`src/rtl/hwloop_ctrl_if.sv`:
```
// Hardware-loop controller bus: fetch PC/redirect side plus the loop configuration channel.
// Level count follows KIRA_HWLOOP_NEST_EN (2 levels when defined, 1 otherwise).
interface hwloop_ctrl_if #(
  parameter int CNT_W = 32
);
`ifdef KIRA_HWLOOP_NEST_EN
  localparam int NUM_LVL = 2;
`else
  localparam int NUM_LVL = 1;
`endif

  logic [31:0]        pc;
  logic               ena;
  logic               br_taken;
  logic               cfg_valid;
  logic               cfg_ready;
  logic               cfg_level;
  logic [31:0]        cfg_start;
  logic [31:0]        cfg_end;
  logic [CNT_W-1:0]   cfg_count;
  logic               cfg_err;
  logic               hwloop_jump;
  logic [31:0]        pc_hwloop;
  logic [NUM_LVL-1:0] loop_active;
  logic [NUM_LVL-1:0] loop_done;

  modport master (
    output pc, ena, br_taken, cfg_valid, cfg_level, cfg_start, cfg_end, cfg_count,
    input  cfg_ready, cfg_err, hwloop_jump, pc_hwloop, loop_active, loop_done
  );

  modport slave (
    input  pc, ena, br_taken, cfg_valid, cfg_level, cfg_start, cfg_end, cfg_count,
    output cfg_ready, cfg_err, hwloop_jump, pc_hwloop, loop_active, loop_done
  );
endinterface

```
`src/rtl/hwloop_ctrl.sv`:
```
// Zero-overhead loop controller: redirect is combinational from pc, done/err pulse one cycle later.
// Config is accepted only while the target level is IDLE; KIRA_HWLOOP_NEST_EN adds a second level.
module hwloop_ctrl #(
  parameter int CNT_W = 32
) (
  input logic          clk,
  input logic          rst,
  hwloop_ctrl_if.slave bus
);
`ifdef KIRA_HWLOOP_NEST_EN
  localparam int NUM_LVL = 2;
`else
  localparam int NUM_LVL = 1;
`endif

  typedef enum logic {IDLE, ACTIVE} state_t;

  state_t             state   [NUM_LVL];
  logic [31:0]        start_q [NUM_LVL];
  logic [31:0]        end_q   [NUM_LVL];
  logic [CNT_W-1:0]   cnt_q   [NUM_LVL];
  logic [NUM_LVL-1:0] done_q;
  logic               err_q;

  logic [NUM_LVL-1:0] idle_vec;
  logic [NUM_LVL-1:0] active_vec;
  logic [NUM_LVL-1:0] cfg_sel;
  logic [NUM_LVL-1:0] jump;
  logic [NUM_LVL-1:0] fin;
  logic [31:0]        target;
  logic               eval_en;
  logic               cfg_bad;
  logic               cfg_acc;
  logic               cfg_ready;

`ifdef KIRA_HWLOOP_NEST_EN
  assign cfg_sel = bus.cfg_level ? 2'b10 : 2'b01;
`else
  logic unused_cfg_level;
  assign unused_cfg_level = bus.cfg_level;
  assign cfg_sel          = 1'b1;
`endif

  always_comb begin
    for (int l = 0; l < NUM_LVL; l++) begin
      idle_vec[l]   = (state[l] == IDLE);
      active_vec[l] = (state[l] == ACTIVE);
    end
  end

  assign cfg_ready = !rst && ((cfg_sel & idle_vec) != '0);
  assign cfg_acc   = bus.cfg_valid && cfg_ready;
  assign cfg_bad   = (bus.cfg_count == '0) || (bus.cfg_start[1:0] != 2'b00) ||
                     (bus.cfg_end[1:0] != 2'b00) || (bus.cfg_start > bus.cfg_end);
  assign eval_en   = bus.ena && !bus.br_taken && !rst;

  // Lower levels win: once a level jumps, outer levels are neither evaluated nor touched.
  always_comb begin
    logic blocked;
    logic hit;
    blocked = 1'b0;
    jump    = '0;
    fin     = '0;
    target  = '0;
    for (int l = 0; l < NUM_LVL; l++) begin
      hit     = eval_en && !blocked && active_vec[l] && (bus.pc == end_q[l]);
      jump[l] = hit && (cnt_q[l] > CNT_W'(1));
      fin[l]  = hit && !jump[l];
      if (jump[l]) target = start_q[l];
      blocked = blocked || jump[l];
    end
  end

  always_ff @(posedge clk) begin
    if (rst) begin
      for (int l = 0; l < NUM_LVL; l++) begin
        state[l]   <= IDLE;
        start_q[l] <= '0;
        end_q[l]   <= '0;
        cnt_q[l]   <= '0;
      end
      done_q <= '0;
      err_q  <= 1'b0;
    end else begin
      err_q  <= cfg_acc && cfg_bad;
      done_q <= fin;
      for (int l = 0; l < NUM_LVL; l++) begin
        case (state[l])
          IDLE: begin
            if (cfg_acc && cfg_sel[l] && !cfg_bad) begin
              start_q[l] <= bus.cfg_start;
              end_q[l]   <= bus.cfg_end;
              cnt_q[l]   <= bus.cfg_count;
              state[l]   <= ACTIVE;
            end
          end
          ACTIVE: begin
            if (jump[l]) begin
              cnt_q[l] <= cnt_q[l] - CNT_W'(1);
            end else if (fin[l]) begin
              cnt_q[l] <= '0;
              state[l] <= IDLE;
            end
          end
        endcase
      end
    end
  end

  assign bus.cfg_ready   = cfg_ready;
  assign bus.cfg_err     = err_q;
  assign bus.hwloop_jump = |jump;
  assign bus.pc_hwloop   = target;
  assign bus.loop_active = active_vec;
  assign bus.loop_done   = done_q;
endmodule

```
`src/flat_wrapper.sv`:
```
// flat-port wrapper written by rule: the top's interface ports become plain ports
module hwloop_ctrl_flat 
#(
  parameter int CNT_W = 32
)
  (clk, rst, bus_pc, bus_ena, bus_br_taken, bus_cfg_valid, bus_cfg_level, bus_cfg_start, bus_cfg_end, bus_cfg_count, bus_cfg_ready, bus_cfg_err, bus_hwloop_jump, bus_pc_hwloop, bus_loop_active, bus_loop_done);
  hwloop_ctrl_if #(.CNT_W(CNT_W)) bus_i ();
  input logic clk;
  input logic rst;
  input wire logic [$bits(bus_i.pc)-1:0] bus_pc;
  input wire logic [$bits(bus_i.ena)-1:0] bus_ena;
  input wire logic [$bits(bus_i.br_taken)-1:0] bus_br_taken;
  input wire logic [$bits(bus_i.cfg_valid)-1:0] bus_cfg_valid;
  input wire logic [$bits(bus_i.cfg_level)-1:0] bus_cfg_level;
  input wire logic [$bits(bus_i.cfg_start)-1:0] bus_cfg_start;
  input wire logic [$bits(bus_i.cfg_end)-1:0] bus_cfg_end;
  input wire logic [$bits(bus_i.cfg_count)-1:0] bus_cfg_count;
  output wire logic [$bits(bus_i.cfg_ready)-1:0] bus_cfg_ready;
  output wire logic [$bits(bus_i.cfg_err)-1:0] bus_cfg_err;
  output wire logic [$bits(bus_i.hwloop_jump)-1:0] bus_hwloop_jump;
  output wire logic [$bits(bus_i.pc_hwloop)-1:0] bus_pc_hwloop;
  output wire logic [$bits(bus_i.loop_active)-1:0] bus_loop_active;
  output wire logic [$bits(bus_i.loop_done)-1:0] bus_loop_done;
  assign bus_i.pc = bus_pc;
  assign bus_i.ena = bus_ena;
  assign bus_i.br_taken = bus_br_taken;
  assign bus_i.cfg_valid = bus_cfg_valid;
  assign bus_i.cfg_level = bus_cfg_level;
  assign bus_i.cfg_start = bus_cfg_start;
  assign bus_i.cfg_end = bus_cfg_end;
  assign bus_i.cfg_count = bus_cfg_count;
  assign bus_cfg_ready = bus_i.cfg_ready;
  assign bus_cfg_err = bus_i.cfg_err;
  assign bus_hwloop_jump = bus_i.hwloop_jump;
  assign bus_pc_hwloop = bus_i.pc_hwloop;
  assign bus_loop_active = bus_i.loop_active;
  assign bus_loop_done = bus_i.loop_done;
  hwloop_ctrl #(.CNT_W(CNT_W)) u_core (.clk(clk), .rst(rst), .bus(bus_i));
endmodule
```
`config.mk`:
```
export PLATFORM = sky130hd
export DESIGN_NAME = hwloop_ctrl_flat
export DESIGN_NICKNAME = d
export VERILOG_FILES = /design/src/rtl/hwloop_ctrl_if.sv /design/src/rtl/hwloop_ctrl.sv /design/src/flat_wrapper.sv
export SDC_FILE = /design/constraint.sdc
export NUM_CORES = 1
export LEC_CHECK = 0
export BUFFER_PORTS_ARGS = -buffer_cell sky130_fd_sc_hd__buf_4
export CAP_MARGIN = 20
export CORE_MARGIN = 1
export CORE_UTILIZATION = 40
export CTS_CLUSTER_DIAMETER = 200
export DETAILED_ROUTE_END_ITERATION = 6
export GPL_ROUTABILITY_DRIVEN = 0
export HOLD_SLACK_MARGIN = 0.03
export SYNTH_ARGS = -nofsm -noshare
export SYNTH_HDL_FRONTEND = slang
export SYNTH_SLANG_ARGS = --single-unit
```
`constraint.sdc`:
```
create_clock -name clk -period 3.6 [get_ports clk]
set_input_delay 0.36 -clock clk [delete_from_list [all_inputs] [get_ports clk]]
set_output_delay 0.36 -clock clk [all_outputs]
set_load 0.02 [all_outputs]
```
# Word level (Yosys, flattened, before mapping)
# Memory sizes are Yosys's and may differ from the RTL's.
# Index checks and enable logic that the tools add are counted.
[op_classes]
magnitude_cmp = 2
bitwise_logic = 1
add_sub_neg = 1
reduce_logical = 27
n_eq_ne = 1
n_mux = 30
[ops]
columns = ["cell", "n"]
rows = [
  ["$mux 32", 6],
  ["$reduce_or 32->1", 5],
  ["$eq 32x32->1", 1],
  ["$gt 32x1->1 const B", 1],
  ["$gt 32x32->1", 1],
  ["$logic_not 32->1", 1],
  ["$sub 32x1->32 const B", 1],
  ["$mux 1", 24],
  ["$logic_and 1x1->1", 10],
  ["$logic_not 1->1", 4],
  ["$reduce_bool 2->1", 2],
  ["$logic_or 1x1->1", 3],
  ["$reduce_or 1->1", 2],
  ["$not 1->1", 1],
]
[totals]
n_memories = 4
ff_bits = 2
in_bits = 134
ram_bits = 97
out_inout_bits = 37
elab_cells = 68
[mem_list]
columns = ["name", "words", "width", "rd", "rd_clocked_by_memory_dff", "wr", "line", "source"]
rows = [
  ["u_core.cnt_q", 1, 32, 1, 0, 1, "hwloop_ctrl.sv:21", "logic [CNT_W-1:0] cnt_q [NUM_LVL];"],
  ["u_core.end_q", 1, 32, 1, 0, 1, "hwloop_ctrl.sv:20", "logic [31:0] end_q [NUM_LVL];"],
  ["u_core.start_q", 1, 32, 1, 0, 1, "hwloop_ctrl.sv:19", "logic [31:0] start_q [NUM_LVL];"],
  ["u_core.state", 1, 1, 1, 0, 1, "hwloop_ctrl.sv:18", "state_t state [NUM_LVL];"],
]

# Depth between registers and ports, before layout
# Gate-level depths: netlist of run 1.
[depth]
ltp_word = 15
ltp_mapped = 9
ltp_nobuf = 8

# Worst setup path before layout of run 1
# Ideal clock, no wire load.
[synth_timing]
path_kind = "input -> register"
from = "input port bus_cfg_end[30]"
to = "memory u_core.end_q[0][0] (enable)"
required_ns = 3.206
stages = 8
arrival_time_ns = 2.723
path_buffers = 0
setup_ns = 0.394
slack_ns = 0.483
cell_sequence = "inv_1 > ha_1 > nand4_1 > nor4_1 > and3_1 > a21oi_1 > nor3_2 > or2_2"
[synth_between]
elab_chain_len = 10
[synth_rtl]
columns = ["item", "line", "source"]
rows = [
  ["start: declaration", "flat_wrapper.sv:16", "input wire logic [$bits(bus_i.cfg_end)-1:0] bus_cfg_end;"],
  ["$gt 32x32->1 *", "hwloop_ctrl.sv:54", "(bus.cfg_end[1:0] != 2'b00) || (bus.cfg_start > bus.cfg_end);"],
  ["$logic_or 1x1->1 *", "hwloop_ctrl.sv:54", ""],
  ["$logic_not 1->1 *", "hwloop_ctrl.sv:90", "if (cfg_acc && cfg_sel[l] && !cfg_bad) begin"],
  ["$logic_and 1x1->1 *", "hwloop_ctrl.sv:90", ""],
  ["$mux 1 *", "hwloop_ctrl.sv:90", ""],
  ["$mux 1 *", "hwloop_ctrl.sv:88", "case (state[l])"],
  ["$mux 1 *", "hwloop_ctrl.sv:75", "if (rst) begin"],
  ["$mux 1 (not written as such) *", "hwloop_ctrl.sv:92", "end_q[l] <= bus.cfg_end;"],
  ["$reduce_or 32->1 (no source line)", "--", ""],
  ["$mux 1 (no source line) *", "--", ""],
  ["end: declaration", "hwloop_ctrl.sv:20", ""],
]
# Every way passes the cells marked *; elsewhere a longest branch is shown, timed or not.

# Final worst setup path of run 1
[layout_timing]
from = "memory u_core.state[0] (netlist bit)"
to = "output port bus_pc_hwloop[30]"
[layout_between]
elab_chain_len = 5
[layout_rtl]
columns = ["item", "line", "source"]
rows = [
  ["start: declaration", "hwloop_ctrl.sv:18", ""],
  ["$mem_v2 1x1", "--", ""],
  ["$logic_and 1x1->1 (2 in a row)", "hwloop_ctrl.sv:66", "hit = eval_en && !blocked && active_vec[l] && (bus.pc == end_q[l]);"],
  ["$logic_and 1x1->1", "hwloop_ctrl.sv:67", "jump[l] = hit && (cnt_q[l] > CNT_W'(1));"],
  ["$mux 32", "hwloop_ctrl.sv:69", "if (jump[l]) target = start_q[l];"],
  ["end: declaration", "flat_wrapper.sv:21", "output wire logic [$bits(bus_i.pc_hwloop)-1:0] bus_pc_hwloop;"],
]
# No other way between the ends.

==> results.json, run 1 <==
{
  "fin_skew_ps": 7.15,
  "die_w_um": 125,
  "violations": "design-rule violations",
  "setup_tns_ps": 0,
  "cts.repair.resized": 0,
  "min_path_cells": 2,
  "crit_slowest_cell": "nor4bb_1",
  "cts_hold_buf": 0,
  "max_freq_ghz": 0.302,
  "die_h_um": 125,
  "synth_warnings": 0,
  "synthFlopType": "edfxtp_1",
  "htree_levels": 3,
  "start_util_pct": 41.4,
  "crit_fanout": 20,
  "worst_slew_margin_rel_pct": 42.5,
  "drc_errors": 9,
  "crit_top_cell": "buf_4",
  "clk_pin_slew_ps": 70,
  "arrival_ps": 2950,
  "slew_viol_final": 0,
  "antenna_cells": 0,
  "drt_iter0_drc": 271,
  "r2r_end": "u_core.cnt_q[0][6]",
  "dp_hpwl_mm": 12.5,
  "hp-start": "bus_cfg_start[26]",
  "rrSetupSlack_ps": 630,
  "cpPeakStageDelay_ps": 510,
  "tightest_slew_ps": 863,
  "finish.net_count": 903,
  "rr_worst_depth": 8,
  "synth_seq_cells": 99,
  "cp_cell_sequence": "nor4bb_1 -> nand2_1 -> nor4_1 -> nand3_1 -> nor2_4 -> buf_4 -> and2_1 -> buf_4",
  "detail_route.wl_per_cell_um": 18.3,
  "p_per_area_nw_per_um2": 330,
  "io_buffers": 169,
  "fp-row-count": 44,
  "cp.required_ps": 3240,
  "status": "finished with violations",
  "irDropWorstVdd_uv": 246,
  "fin_util_pct": 53.5,
  "vias_per_cell": 5.44,
  "ys_types": 43,
  "grt.overflow.total": 0,
  "post_synth.cell_area_avg_um2": 10.7,
  "worstHoldPathType": "in -> reg",
  "yosysSeqAreaShare_pct": 48.5,
  "io_pins": 171,
  "hold_viol": 0,
  "syn_area_um2": 6090,
  "grt_usage_pct": 22.3,
  "critPathLaunchType": "flop",
  "post-place-ws_ps": 223,
  "postSynthCellCount": 568,
  "worstSetupPathType": "reg -> out",
  "cts_made_buffers": 9,
  "antenna_found_initial": 0,
  "synth-async-reset-ratio_pct": 0,
  "drt_wl_total_mm": 16.9,
  "fin_crit_sh_pct": 91.9,
  "drive_above_1_share_pct": 28.1,
  "cts.sinks": 99,
  "post_cts_buffers": 0,
  "p_leak_uw": 0.00344,
  "cts_tree": "done",
  "syn2layout_area_growth_pct": 29.2,
  "die_area_um2": 15700,
  "end_kind": "output port",
  "grt_pass1_wl_mm": 26.8,
  "insertion_delay_ps": 360,
  "holdPathEnd": "u_core.start_q[0][26]",
  "setup_violations": 0,
  "fin_area_um2": 7870,
  "ant_nets": 0,
  "fin_crit_ps": 3310,
  "num_vias": 5031,
  "cap_violations": 0,
  "grt_max_degree": 65,
  "fin_ws_ps": 292,
  "cts_buffer_depth": 2,
  "rsz0062_at_grt": "no",
  "synth_enable_flop_cells": 97,
  "timing.rr.start": "u_core.state[0]",
  "firstDrtPassIters": 7,
  "coreArea_um2": 14700,
  "grt_pass1_vias": 5050,
  "post_dp_cell_area_um2": 7610,
  "root_buffer": "clkbuf_16"
}
==> per-stage QoR <==
step           total power (µW)  hold WS, ps  cells
2_1_floorplan              1530          558    571
3_3_place_gp               1720          601    908
3_5_place_dp               1730          627    908
4_1_cts                    2620          283    924
5_1_grt                    2700          292    924
6_report                   2600          291    924
==> worst max-delay path by stage <==
stage	to	startpoint	slack, ps
floorplan	u_core.end_q[0][0]	bus_cfg_end[30]	480
global placement	u_core.cnt_q[0][10]	bus_cfg_end[30]	320
detailed placement	u_core.cnt_q[0][10]	bus_cfg_end[30]	220
CTS	bus_pc_hwloop[16]	u_core.state[0]	230
global route	bus_pc_hwloop[16]	u_core.state[0]	60
finish	bus_pc_hwloop[30]	u_core.state[0]	290
==> cell type report <==
| class | instances | area, µm² |
|---|---|---|
| well taps | 184 | 230 |
| fillers | 1329 | 6830 |
| multi-input cells | 406 | 2920 |
| repair buffers | 182 | 1370 |
| clock inverters | 4 | 18.8 |
| flip-flops and latches | 99 | 2950 |
| inverters | 37 | 139 |
| clock buffers | 12 | 236 |
==> layer usage <==
layer	vias to the layer above	share of wire, %	wire length (µm)	track usage [%]
met5	-	0	0	0
met2	191	47	7890	35.4
met3	15	6.6	1120	3.94
li1	2428	-	-	-
met1	2397	45	7620	30.6
met4	0	1.7	289	7.75
==> synthesized netlist by cell type (2+ instances only) <==
library cell	count	area (µm²)
and3_1	31	194
nor2b_1	2	12.5
a221oi_1	2	17.5
o21a_1	2	15.0
nand2b_1	2	12.5
o21ai_0	5	25.0
a41o_1	3	30.0
nor3_2	3	30.0
nor4_1	48	300
xnor2_1	41	359
nand2_1	26	97.6
and2_1	62	388
clkbuf_1	22	82.6
buf_2	7	35.0
nor3_1	13	65.1
dfxtp_1	2	40.0
edfxtp_1	97	2910
a21oi_1	14	70.1
nor2_1	19	71.3
nand3_1	4	20.0
or3_1	6	37.5
nor4_2	4	50.1
xor2_1	18	158
inv_1	36	135
or4_1	2	15.0
ha_1	34	425
nand4_1	19	119
a22o_1	29	254
==> sequential cells by signal, summed over array words and instances, names as in the netlist <==
name                  count
u_core.bus.loop_done      1
u_core.start_q           32
u_core.bus.cfg_err        1
u_core.state              1
u_core.cnt_q             32
u_core.end_q             32
==> cells in the final DEF, fill, tap and decap left out, drive strengths merged, types with 4 or more instances in the layout <==
cell	Yosys	final
nor2	19	19
ha	34	34
nand4	19	19
nand2	26	26
inv	36	36
a21oi	14	14
or3	6	6
and2	63	63
xor2	18	18
xnor2	41	41
conb	1	4
nor3	16	16
nand3	4	4
o21ai	5	5
buf	7	182
a22o	29	29
clkbuf	22	12
nor4	52	52
edfxtp	97	97
and3	31	31
clkinv	1	5
==> worst max-delay path: cells and delay by family, from the launching register on <==
family / cells / cell delay (ps)
flops: 1 / 400
simple gates: 6 / 1830
buf+inv: 2 / 360
==> report_power, final <==
| group | switching, µW | internal, µW |
|---|---|---|
| Combinational | 194 | 178 |
| Sequential | 24.8 | 1310 |
| Clock | 428 | 464 |
==> cells by family after synthesis <==
kind of cell / synth area share (%)
buffers and inverters: 4.21
adder cells (fa/ha/maj): 6.98
other: 0.0616
AND/OR/NAND/NOR: 24.3
flip-flops: 48.5
AO/OA/AOI/OAI: 7.52
XOR/XNOR: 8.48
(Power assumes the default switching activity.)
==> run 2, diff against run 1 <==
- BUFFER_PORTS_ARGS: -buffer_cell sky130_fd_sc_hd__buf_4 -> -buffer_cell sky130_fd_sc_hd__buf_2
- PLACE_DENSITY: not set -> 0.66
- clock period: 3.6 -> 2.7 ns (I/O delays scaled with it)
==> results.json, run 2 (synthesis gave the netlist of run 1 again) <==
{
  "post_dp_cell_area_um2": 7520,
  "grt_max_degree": 36,
  "critPathLaunchType": "flop",
  "grt_pass1_vias": 5241,
  "internal_power_uw": 2620,
  "clk_pin_slew_ps": 70,
  "p_leak_uw": 0.00365,
  "vias_per_cell": 5.45,
  "end_kind": "output port",
  "multi_input_area_um2": 3040,
  "dp_hpwl_mm": 12.2,
  "final.fill_count": 1313,
  "drc_errors": 10,
  "largestRegisters": "u_core.cnt_q x32, u_core.end_q x32, u_core.start_q x32",
  "fin_ws_ps": -32.3,
  "rsz0062_at_grt": "yes",
  "cts_made_buffers": 9,
  "status": "finished with violations",
  "firstDrtPassIters": 7,
  "pwr-share-clk_pct": 35.6,
  "finish.net_count": 953,
  "regArea_um2": 2950,
  "arrival_ps": 2460,
  "cp.required_ps": 2430,
  "fin_area_um2": 8110,
  "cts_hold_buf": 0,
  "antenna_found_initial": 0,
  "layout_commonest_cell": "buf_2",
  "root_buffer": "clkbuf_16",
  "worstHoldPathType": "in -> reg",
  "cap_violations": 0,
  "p_sw_share_pct": 26.3,
  "fin_crit_sh_pct": 101,
  "worstSetupPathType": "reg -> out",
  "detail_route.wl_per_cell_um": 17.4,
  "die_w_um": 125,
  "use_met2_pct": 35.6,
  "p_comb_share_pct": 14.4,
  "power_uw": 3550,
  "final_cell_mix": "buf_2, edfxtp_1, buf_4",
  "die_h_um": 125,
  "irDropWorstVdd_uv": 319,
  "violations": "design-rule violations, negative setup slack",
  "antenna_cells": 0,
  "max_freq_ghz": 0.366,
  "ant_nets": 0,
  "fin_skew_ps": 10.8,
  "p_sw_uw": 932,
  "place_inst": 944,
  "tightest_slew_ps": 674,
  "met3_usage_pct": 5.18,
  "cts.sinks": 99,
  "final_cells": 974,
  "coreArea_um2": 14700,
  "slew_viol_final": 0,
  "syn2layout_area_growth_pct": 33.2,
  "start_util_pct": 41.4,
  "use_met1_pct": 29.3,
  "die_area_um2": 15700,
  "drive_above_1_share_pct": 35.3,
  "cts_tree": "done",
  "hold_viol": 0,
  "setup_violations": 30,
  "crit_fanout": 17,
  "insertion_delay_ps": 360,
  "fin_crit_ps": 2730,
  "fp-row-count": 44,
  "grt_usage_pct": 22.0,
  "p_per_area_nw_per_um2": 437,
  "io_pins": 171,
  "htree_levels": 3,
  "top_usage_layer": "met2",
  "cts_buffer_depth": 2,
  "hold_ws_ps": 201,
  "drt_wl_total_mm": 16.9,
  "grt.overflow.total": 0,
  "num_vias": 5308,
  "seqPwrFrac_pct": 50.0,
  "io_buffers": 169,
  "grt_pass1_wl_mm": 26.6,
  "drt_iter0_drc": 376,
  "worst_slew_margin_rel_pct": 54.7
}
run 2: per-layer routing:
layer | part of all wire (%) | vias to the layer above
li1 | - | 2538
met1 | 45 | 2543
met2 | 47 | 208
met3 | 6.3 | 19
met4 | 1.5 | 0
met5 | 0 | -
run 2: power by group through the flow:
stage,Sequential (µW),Combinational [µW],Clock [µW]
floorplan,1800,237,0
global placement,1800,472,0
detailed placement,1810,488,0
CTS,1770,506,1280
global route,1780,563,1340
finish,1770,510,1260
run 2: what timing repair did:
item,in CTS,in global routing
cloned,1,1
gates resized for setup,39,15
setup endpoints to repair,33,65
setup buffers,11,1
pin swaps,7,5
run 2: cell type report:
cell class                 count  area share [%]
multi-input combinational    407            37.5
timing repair buffer         231            18.2
clock buffer                  11            2.87
inverter                      37            1.73
sequential                    99            36.4
tap                          184            2.84
clock inverter                 5           0.540
run 2: worst paths after layout:
path	startpoint	to	slack (ps)	cells past startpoint
max	u_core.cnt_q[0][15]	bus_pc_hwloop[11]	-30	8
min	bus_cfg_start[4]	u_core.start_q[0][4]	200	2
max reg2reg	u_core.cnt_q[0][15]	u_core.cnt_q[0][0]	220	8
min reg2reg	u_core.cnt_q[0][31]	u_core.bus.loop_done	660	3
run 2: worst max-delay path, stage by stage (launching register included):
cell and delay, ps:
edfxtp_1 400, or4_4 590, nor4_4 280, nand4_1 190, clkinv_2 110, nor2_4 60, clkbuf_16 170, and2_1 170
buf_6 130
run 2: stage by stage:
stage                     util, %  TNS [ps]  setup WS (ps)
after global placement       51.2    -25840           -295
after CTS                    54.9     -1.42         -0.977
after detailed placement     51.2    -26350           -316
after global routing         55.2     -3980           -136
after floorplan                 -         0           24.8
final                        55.2      -523          -32.3
